`config.mk`:
```
export PLATFORM = sky130hd
export DESIGN_NAME = hazard_controller_flat
export DESIGN_NICKNAME = d
export VERILOG_FILES = /design/src/rtl/hazard_controller_if.sv /design/src/rtl/hazard_controller.sv /design/src/flat_wrapper.sv
export SDC_FILE = /design/constraint.sdc
export NUM_CORES = 1
export LEC_CHECK = 0
export BUFFER_PORTS_ARGS = -buffer_cell sky130_fd_sc_hd__clkbuf_2
export CORE_UTILIZATION = 58
export DETAILED_ROUTE_END_ITERATION = 6
export PLACE_DENSITY_LB_ADDON = 0.25
export SKIP_LAST_GASP = 1
export SLEW_MARGIN = 20
export SYNTH_ARGS = -nofsm -noshare
export SYNTH_HDL_FRONTEND = slang
export SYNTH_SLANG_ARGS = --single-unit
```
`constraint.sdc`:
```
create_clock -name clk -period 3 [get_ports clk]
set_input_delay 0.3 -clock clk [delete_from_list [all_inputs] [get_ports clk]]
set_output_delay 0.3 -clock clk [all_outputs]
set_load 0.005 [all_outputs]
```
`src/rtl/hazard_controller_if.sv`:
```
// hazard_controller_if: decode-side hazard information into the controller and
// the control signals it returns to fetch, decode and execute.
//   master : the hazard controller (consumes decode info, drives controls)
//   slave  : the pipeline side (drives decode info, consumes controls)
interface hazard_controller_if #(
  parameter int unsigned CNT_W = 32
);
  localparam int unsigned RA_W = 5;

  logic            idValid;
  logic [RA_W-1:0] idRs1Addr;
  logic [RA_W-1:0] idRs2Addr;
  logic            idRs1Used;
  logic            idRs2Used;
  logic [RA_W-1:0] idRdAddr;
  logic            idRdWrite;
  logic            idIsLoad;
  logic            exBrTaken;

  logic [1:0]       op1BypassCtrl;
  logic [1:0]       op2BypassCtrl;
  logic             stallIF;
  logic             stallID;
  logic             flushID;
  logic             bubbleEX;
  logic [CNT_W-1:0] stallCycles;

  modport master (
    input  idValid, idRs1Addr, idRs2Addr, idRs1Used, idRs2Used,
           idRdAddr, idRdWrite, idIsLoad, exBrTaken,
    output op1BypassCtrl, op2BypassCtrl, stallIF, stallID, flushID,
           bubbleEX, stallCycles
  );

  modport slave (
    output idValid, idRs1Addr, idRs2Addr, idRs1Used, idRs2Used,
           idRdAddr, idRdWrite, idIsLoad, exBrTaken,
    input  op1BypassCtrl, op2BypassCtrl, stallIF, stallID, flushID,
           bubbleEX, stallCycles
  );
endinterface

```
`src/rtl/hazard_controller.sv`:
```
// hazard_controller: pipeline hazard control beside the decode stage.
// Tracks in-flight destinations in a two-slot scoreboard (EX, MEM), produces
// operand bypass selects, load-use / interlock stalls and the post-branch flush.
// Ports:
//   clk  - pipeline clock; state updates on the falling edge like the pipe regs
//   rst  - asynchronous reset, active low
//   bus  - hazard_controller_if.master (decode info in, control outputs out)
// Build option: define HAZARD_BYPASS_EN to enable operand forwarding (only
// load-use then stalls); without it every dependency interlocks until the
// producer has left MEM and both selects stay BYPASS_NONE.
module hazard_controller #(
  parameter int unsigned FLUSH_CYCLES = 2,
  parameter int unsigned CNT_W        = 32
) (
  input logic                 clk,
  input logic                 rst,
  hazard_controller_if.master bus
);
  localparam int unsigned RA_W = 5;
  localparam int unsigned FC_W = 3;
  localparam logic [FC_W-1:0] FLUSH_LOAD  = FC_W'(FLUSH_CYCLES - 1);
  localparam logic [1:0]      BYPASS_NONE = 2'd0;

  typedef struct packed {
    logic            valid;
    logic [RA_W-1:0] rd;
    logic            rd_write;
    logic            is_load;
  } sb_entry_t;

  typedef enum logic [1:0] {ST_RUN, ST_STALL, ST_FLUSH} state_e;

  state_e           state_q, state_d;
  logic [FC_W-1:0]  fcnt_q, fcnt_d;
  sb_entry_t        ex_q, ex_d, mem_q, mem_d;
  logic [CNT_W-1:0] stall_cnt_q, stall_cnt_d;

  logic       ex_m1, ex_m2, mem_m1, mem_m2;
  logic       hazard_c, flush_go_c, flush_c, stall_c, issue_c;
  logic [1:0] op1_sel_c, op2_sel_c;

  // A used, non-x0 source depends on a valid writing slot with the same rd.
  function automatic logic slot_match(input sb_entry_t s, input logic [RA_W-1:0] src,
                                      input logic used);
    return s.valid && s.rd_write && (s.rd != '0) && (s.rd == src) && used;
  endfunction

  assign ex_m1  = slot_match(ex_q,  bus.idRs1Addr, bus.idRs1Used);
  assign ex_m2  = slot_match(ex_q,  bus.idRs2Addr, bus.idRs2Used);
  assign mem_m1 = slot_match(mem_q, bus.idRs1Addr, bus.idRs1Used);
  assign mem_m2 = slot_match(mem_q, bus.idRs2Addr, bus.idRs2Used);

`ifdef HAZARD_BYPASS_EN
  localparam logic [1:0] BYPASS_EXEC = 2'd1;
  localparam logic [1:0] BYPASS_MEM  = 2'd2;

  // Only a load still in EX cannot be forwarded in time.
  assign hazard_c = bus.idValid && (ex_m1 || ex_m2) && ex_q.is_load;

  // EX slot is younger, so it wins over MEM.
  always_comb begin
    op1_sel_c = BYPASS_NONE;
    op2_sel_c = BYPASS_NONE;
    if (ex_m1)       op1_sel_c = BYPASS_EXEC;
    else if (mem_m1) op1_sel_c = BYPASS_MEM;
    if (ex_m2)       op2_sel_c = BYPASS_EXEC;
    else if (mem_m2) op2_sel_c = BYPASS_MEM;
  end
`else
  // No forwarding: wait until the producer has written the register file.
  assign hazard_c  = bus.idValid && (ex_m1 || ex_m2 || mem_m1 || mem_m2);
  assign op1_sel_c = BYPASS_NONE;
  assign op2_sel_c = BYPASS_NONE;
`endif

  // A bubble in EX cannot redirect the PC, so its exBrTaken is ignored.
  assign flush_go_c = bus.exBrTaken && ex_q.valid;
  assign flush_c    = flush_go_c || (state_q == ST_FLUSH);
  assign stall_c    = hazard_c && !flush_c;
  assign issue_c    = bus.idValid && !stall_c && !flush_c;

  // Scoreboard shift and saturating stall counter.
  always_comb begin
    ex_d = '0;
    if (issue_c) begin
      ex_d.valid    = 1'b1;
      ex_d.rd       = bus.idRdAddr;
      ex_d.rd_write = bus.idRdWrite;
      ex_d.is_load  = bus.idIsLoad;
    end
    mem_d       = ex_q;
    stall_cnt_d = stall_cnt_q;
    if (stall_c && (stall_cnt_q != {CNT_W{1'b1}})) stall_cnt_d = stall_cnt_q + CNT_W'(1);
  end

  // Next state. The branch cycle itself is the first bubble, so FLUSH
  // holds for FLUSH_CYCLES-1 further cycles.
  always_comb begin
    state_d = state_q;
    fcnt_d  = fcnt_q;
    case (state_q)
      ST_FLUSH: begin
        fcnt_d  = (fcnt_q != '0) ? fcnt_q - FC_W'(1) : '0;
        state_d = (fcnt_q <= FC_W'(1)) ? ST_RUN : ST_FLUSH;
      end
      default: state_d = stall_c ? ST_STALL : ST_RUN;
    endcase
    if (flush_go_c) begin
      fcnt_d  = FLUSH_LOAD;
      state_d = (FLUSH_LOAD == '0) ? ST_RUN : ST_FLUSH;
    end
  end

  always_ff @(negedge clk or negedge rst) begin
    if (!rst) begin
      state_q     <= ST_RUN;
      fcnt_q      <= '0;
      ex_q        <= '0;
      mem_q       <= '0;
      stall_cnt_q <= '0;
    end else begin
      state_q     <= state_d;
      fcnt_q      <= fcnt_d;
      ex_q        <= ex_d;
      mem_q       <= mem_d;
      stall_cnt_q <= stall_cnt_d;
    end
  end

  assign bus.op1BypassCtrl = op1_sel_c;
  assign bus.op2BypassCtrl = op2_sel_c;
  assign bus.stallIF       = stall_c;
  assign bus.stallID       = stall_c;
  assign bus.flushID       = flush_c;
  assign bus.bubbleEX      = flush_c || stall_c;
  assign bus.stallCycles   = stall_cnt_q;

  // The MEM slot's load flag (and EX's without forwarding) is kept for
  // scoreboard completeness but not consulted.
  logic unused_sb;
  assign unused_sb = ^{ex_q.is_load, mem_q.is_load};
endmodule

```
`src/flat_wrapper.sv`:
```
// flat-port wrapper written by rule: the top's interface ports become plain ports
module hazard_controller_flat 
#(
  parameter int unsigned FLUSH_CYCLES = 2,
  parameter int unsigned CNT_W        = 32
)
  (clk, rst, bus_idValid, bus_idRs1Addr, bus_idRs2Addr, bus_idRs1Used, bus_idRs2Used, bus_idRdAddr, bus_idRdWrite, bus_idIsLoad, bus_exBrTaken, bus_op1BypassCtrl, bus_op2BypassCtrl, bus_stallIF, bus_stallID, bus_flushID, bus_bubbleEX, bus_stallCycles);
  hazard_controller_if #(.CNT_W(CNT_W)) bus_i ();
  input logic clk;
  input logic rst;
  input wire logic [$bits(bus_i.idValid)-1:0] bus_idValid;
  input wire logic [$bits(bus_i.idRs1Addr)-1:0] bus_idRs1Addr;
  input wire logic [$bits(bus_i.idRs2Addr)-1:0] bus_idRs2Addr;
  input wire logic [$bits(bus_i.idRs1Used)-1:0] bus_idRs1Used;
  input wire logic [$bits(bus_i.idRs2Used)-1:0] bus_idRs2Used;
  input wire logic [$bits(bus_i.idRdAddr)-1:0] bus_idRdAddr;
  input wire logic [$bits(bus_i.idRdWrite)-1:0] bus_idRdWrite;
  input wire logic [$bits(bus_i.idIsLoad)-1:0] bus_idIsLoad;
  input wire logic [$bits(bus_i.exBrTaken)-1:0] bus_exBrTaken;
  output wire logic [$bits(bus_i.op1BypassCtrl)-1:0] bus_op1BypassCtrl;
  output wire logic [$bits(bus_i.op2BypassCtrl)-1:0] bus_op2BypassCtrl;
  output wire logic [$bits(bus_i.stallIF)-1:0] bus_stallIF;
  output wire logic [$bits(bus_i.stallID)-1:0] bus_stallID;
  output wire logic [$bits(bus_i.flushID)-1:0] bus_flushID;
  output wire logic [$bits(bus_i.bubbleEX)-1:0] bus_bubbleEX;
  output wire logic [$bits(bus_i.stallCycles)-1:0] bus_stallCycles;
  assign bus_i.idValid = bus_idValid;
  assign bus_i.idRs1Addr = bus_idRs1Addr;
  assign bus_i.idRs2Addr = bus_idRs2Addr;
  assign bus_i.idRs1Used = bus_idRs1Used;
  assign bus_i.idRs2Used = bus_idRs2Used;
  assign bus_i.idRdAddr = bus_idRdAddr;
  assign bus_i.idRdWrite = bus_idRdWrite;
  assign bus_i.idIsLoad = bus_idIsLoad;
  assign bus_i.exBrTaken = bus_exBrTaken;
  assign bus_op1BypassCtrl = bus_i.op1BypassCtrl;
  assign bus_op2BypassCtrl = bus_i.op2BypassCtrl;
  assign bus_stallIF = bus_i.stallIF;
  assign bus_stallID = bus_i.stallID;
  assign bus_flushID = bus_i.flushID;
  assign bus_bubbleEX = bus_i.bubbleEX;
  assign bus_stallCycles = bus_i.stallCycles;
  hazard_controller #(.FLUSH_CYCLES(FLUSH_CYCLES), .CNT_W(CNT_W)) u_core (.clk(clk), .rst(rst), .bus(bus_i));
endmodule
```
==> results.yml <==
logic_synthesis:
  netlist_area_um2: 2685
  synth_top_area_share_pct: 47.53
  postSynthCellCount: 245
  synth_fa_ha_area_share_pct: 1.398
  yosys.area_share.xor_xnor_pct: 16.31
  syn_area_per_cell_um2: 10.96
  synth_top_family_by_area: "simple AND/OR/NAND/NOR gates"
  synth_area_leaders: "dfrtn_1 48%, xor2_1 9.1%, xnor2_1 7.2%"
  synthMuxAreaShare_pct: 1.351
  yosys.area.top_type: "dfrtn_1"
  yosysUniqueCellTypes: 45
  seq_area_frac_synth_pct: 47.53
  yosys_warnings: 0
  yosys.area_share.simple_pct: 24.98
  synth_compound_area_share_pct: 3.635
  ys_seq_elements: 51
clock_network:
  numCtsBuffers: 5
  htreeDepth: 2
  cts_buffer_depth: 2
  path_clk_slew_ns: 0.06
  cts_tree: "yes"
  cts.sinks: 51
  insertion_delay_ns: 0.31
  root_buffer: "clkbuf_8"
timing:
  slew_viol_final: 0
  hold_violations: 0
  fin_ws_ns: -0.6938
  slew_headroom_pct: 42.53
  report.final.setup_viol: 35
  tightestPinTransition_ns: 0.8621
  fin_setup_tns_ns: -9.421
  finClkSkew_ns: 0.007245
  rsz0062_at_grt: "yes"
floorplan:
  die_height_um: 70.04
  rows: 24
  die_area_um2: 4906
  initial_core_util_pct: 60.83
  ios: 63
  die_w_um: 70.04
  coreArea_um2: 4414
critical_path:
  arrival_ns: 3.39
  crit_chain: "or3_1 > o311a_1 > a22o_1 > a21o_1 > clkbuf_2"
  crit_slowest_cell: "or3_1"
  start_kind: "register"
  crit_required_ns: 2.70
  worstSetupPathType: "reg -> out"
  crit_path_end_kind: "primary output"
  cp_max_fo: 2
  slowest_delay_ns: 0.41
routing:
  antenna_left: 0
  drcViolationCount: 0
  drt-pass1-iter-count: 4
  vias: 2185
  wirelength_mm: 7.076
  vias_per_cell: 5.796
  drt_iter0_drc: 153
  wl_per_cell_um: 18.77
job:
  maxCapViolCount: 0
cells_and_area:
  final_cell_mix: "52 x clkbuf_2, 51 x dfrtn_1, 28 x xor2_1"
  syn_to_final_growth_pct: 42.96
  antenna-diode-count: 0
  stdcell_area_um2: 3839
  final_util_pct: 86.96
  final_nets: 350
  nFillCells: 203
  final_common_cell: "clkbuf_2"
  layout-drive-gt1-share_pct: 45.85
place:
  numPortBuffers: 57
  gp_congestion: 0.7837
  placedInstanceArea_um2: 3109
  hpwl_mm: 3.795
  post-place-ws_ns: -0.4337
global_routing:
  track_usage_pct: 24.51
  grt_max_degree: 52
  grt_pass1_vias: 2008
  antenna_found_initial: 0
  grt_pass1_wl_mm: 9.439
  grt_overflow: 0
hold_path:
  hp-class: "reg -> reg"
power_and_ir_drop:
  irDropWorstVdd_mv: 0.3510
  cellLeakagePower_nw: 1.855
  powerDensity_nw_per_um2: 335.1
  power_mw: 1.286
outcome:
  status: "finished, violations left"
  failed_checks: "negative setup slack"
-- cells in the mapped netlist, drive strengths merged --
cell type and n:
nand2 18, and2 7, nand4 13, o311a 2, nand2b 2, a22o 1
or3 3, a22oi 1, o22ai 2, o21ai 2, nor3 17, nor2 6
dfrtn 51, or4 1, mux2i 1, nor3b 3, nor2b 2, and3 2
xor2 28, and4 4, a21oi 2, a21boi 1, ha 3, conb 1
inv 6, xnor2 22, or2 1, nor4 10, a21o 1, clkbuf 1
nor4b 4, nand3 12, buf 13, mux2 2
-- through the flow --
stage	cells	hold WS, ns
finish	377	0.3283
global route	377	0.3391
CTS	368	0.3286
detailed placement	358	0.3259
global placement	358	0.3265
floorplan	248	0.3141
-- repair_timing --
item	CTS	global route
cloned	0	2
buffers inserted	2	7
hold buffers	0	0
resized for setup	21	68
endpoints found under the setup margin	18	36
pin swaps	4	47
-- sequential cells by signal (all words and copies together) (netlist names) --
register                cells
u_core.fcnt_q               3
u_core.bus.stallCycles     32
u_core.ex_q                 7
u_core.mem_q                7
u_core.state_q              2
-- worst max-delay path: cells and delay by family, from the launching register on --
family	cells	cell delay, ns
AOI/OAI and AO/OA	3	0.74
and+or+nand+nor	1	0.41
DFF	1	0.34
buffers and inverters	1	0.10
-- power by group --
part / leakage [nW] / internal, mW / switching [mW]
Combinational: 1.12 / 0.0741 / 0.0703
Clock: 0.0474 / 0.188 / 0.229
Sequential: 0.687 / 0.709 / 0.0156
-- cell type report --
type | count | area, um^2 | share of cell area [%]
Clock buffer | 6 | 82.58 | 2.151
Clock inverter | 2 | 16.27 | 0.4237
Inverter | 6 | 22.52 | 0.5867
Multi-Input combinational cell | 177 | 1768 | 46.06
Sequential cell | 51 | 1276 | 33.25
Tap cell | 52 | 65.06 | 1.695
Timing Repair Buffer | 83 | 608.1 | 15.84
-- final timing paths --
kind	start	endpoint	slack, ns	depth (start not counted)
setup / recovery	u_core.mem_q[3]	bus_bubbleEX	-0.69	5
hold / removal	u_core.ex_q[1]	u_core.mem_q[1]	0.33	0
setup reg to reg	u_core.bus.stallCycles[0]	u_core.bus.stallCycles[1]	0.16	7
hold reg to reg	u_core.ex_q[1]	u_core.mem_q[1]	0.33	0
max in group asynchronous	rst	u_core.bus.stallCycles[24]	1.36	2
min in group asynchronous	rst	u_core.ex_q[5]	1.36	2
-- layer usage --
metal  share of wire, %  GRT usage (%)
met5                  0              0
met4                1.8          6.667
met3                4.0          4.906
met2                 54          40.49
met1                 40          33.20
-- cell families after synthesis --
group | Yosys count
AO/OA/AOI/OAI | 12
XOR/XNOR | 50
buffers and inverters | 20
AND/OR/NAND/NOR | 105
multiplexers | 3
adder cells (fa/ha/maj) | 3
flip-flops | 51
other | 1
Note: power is estimated with default switching activity, not from simulation.
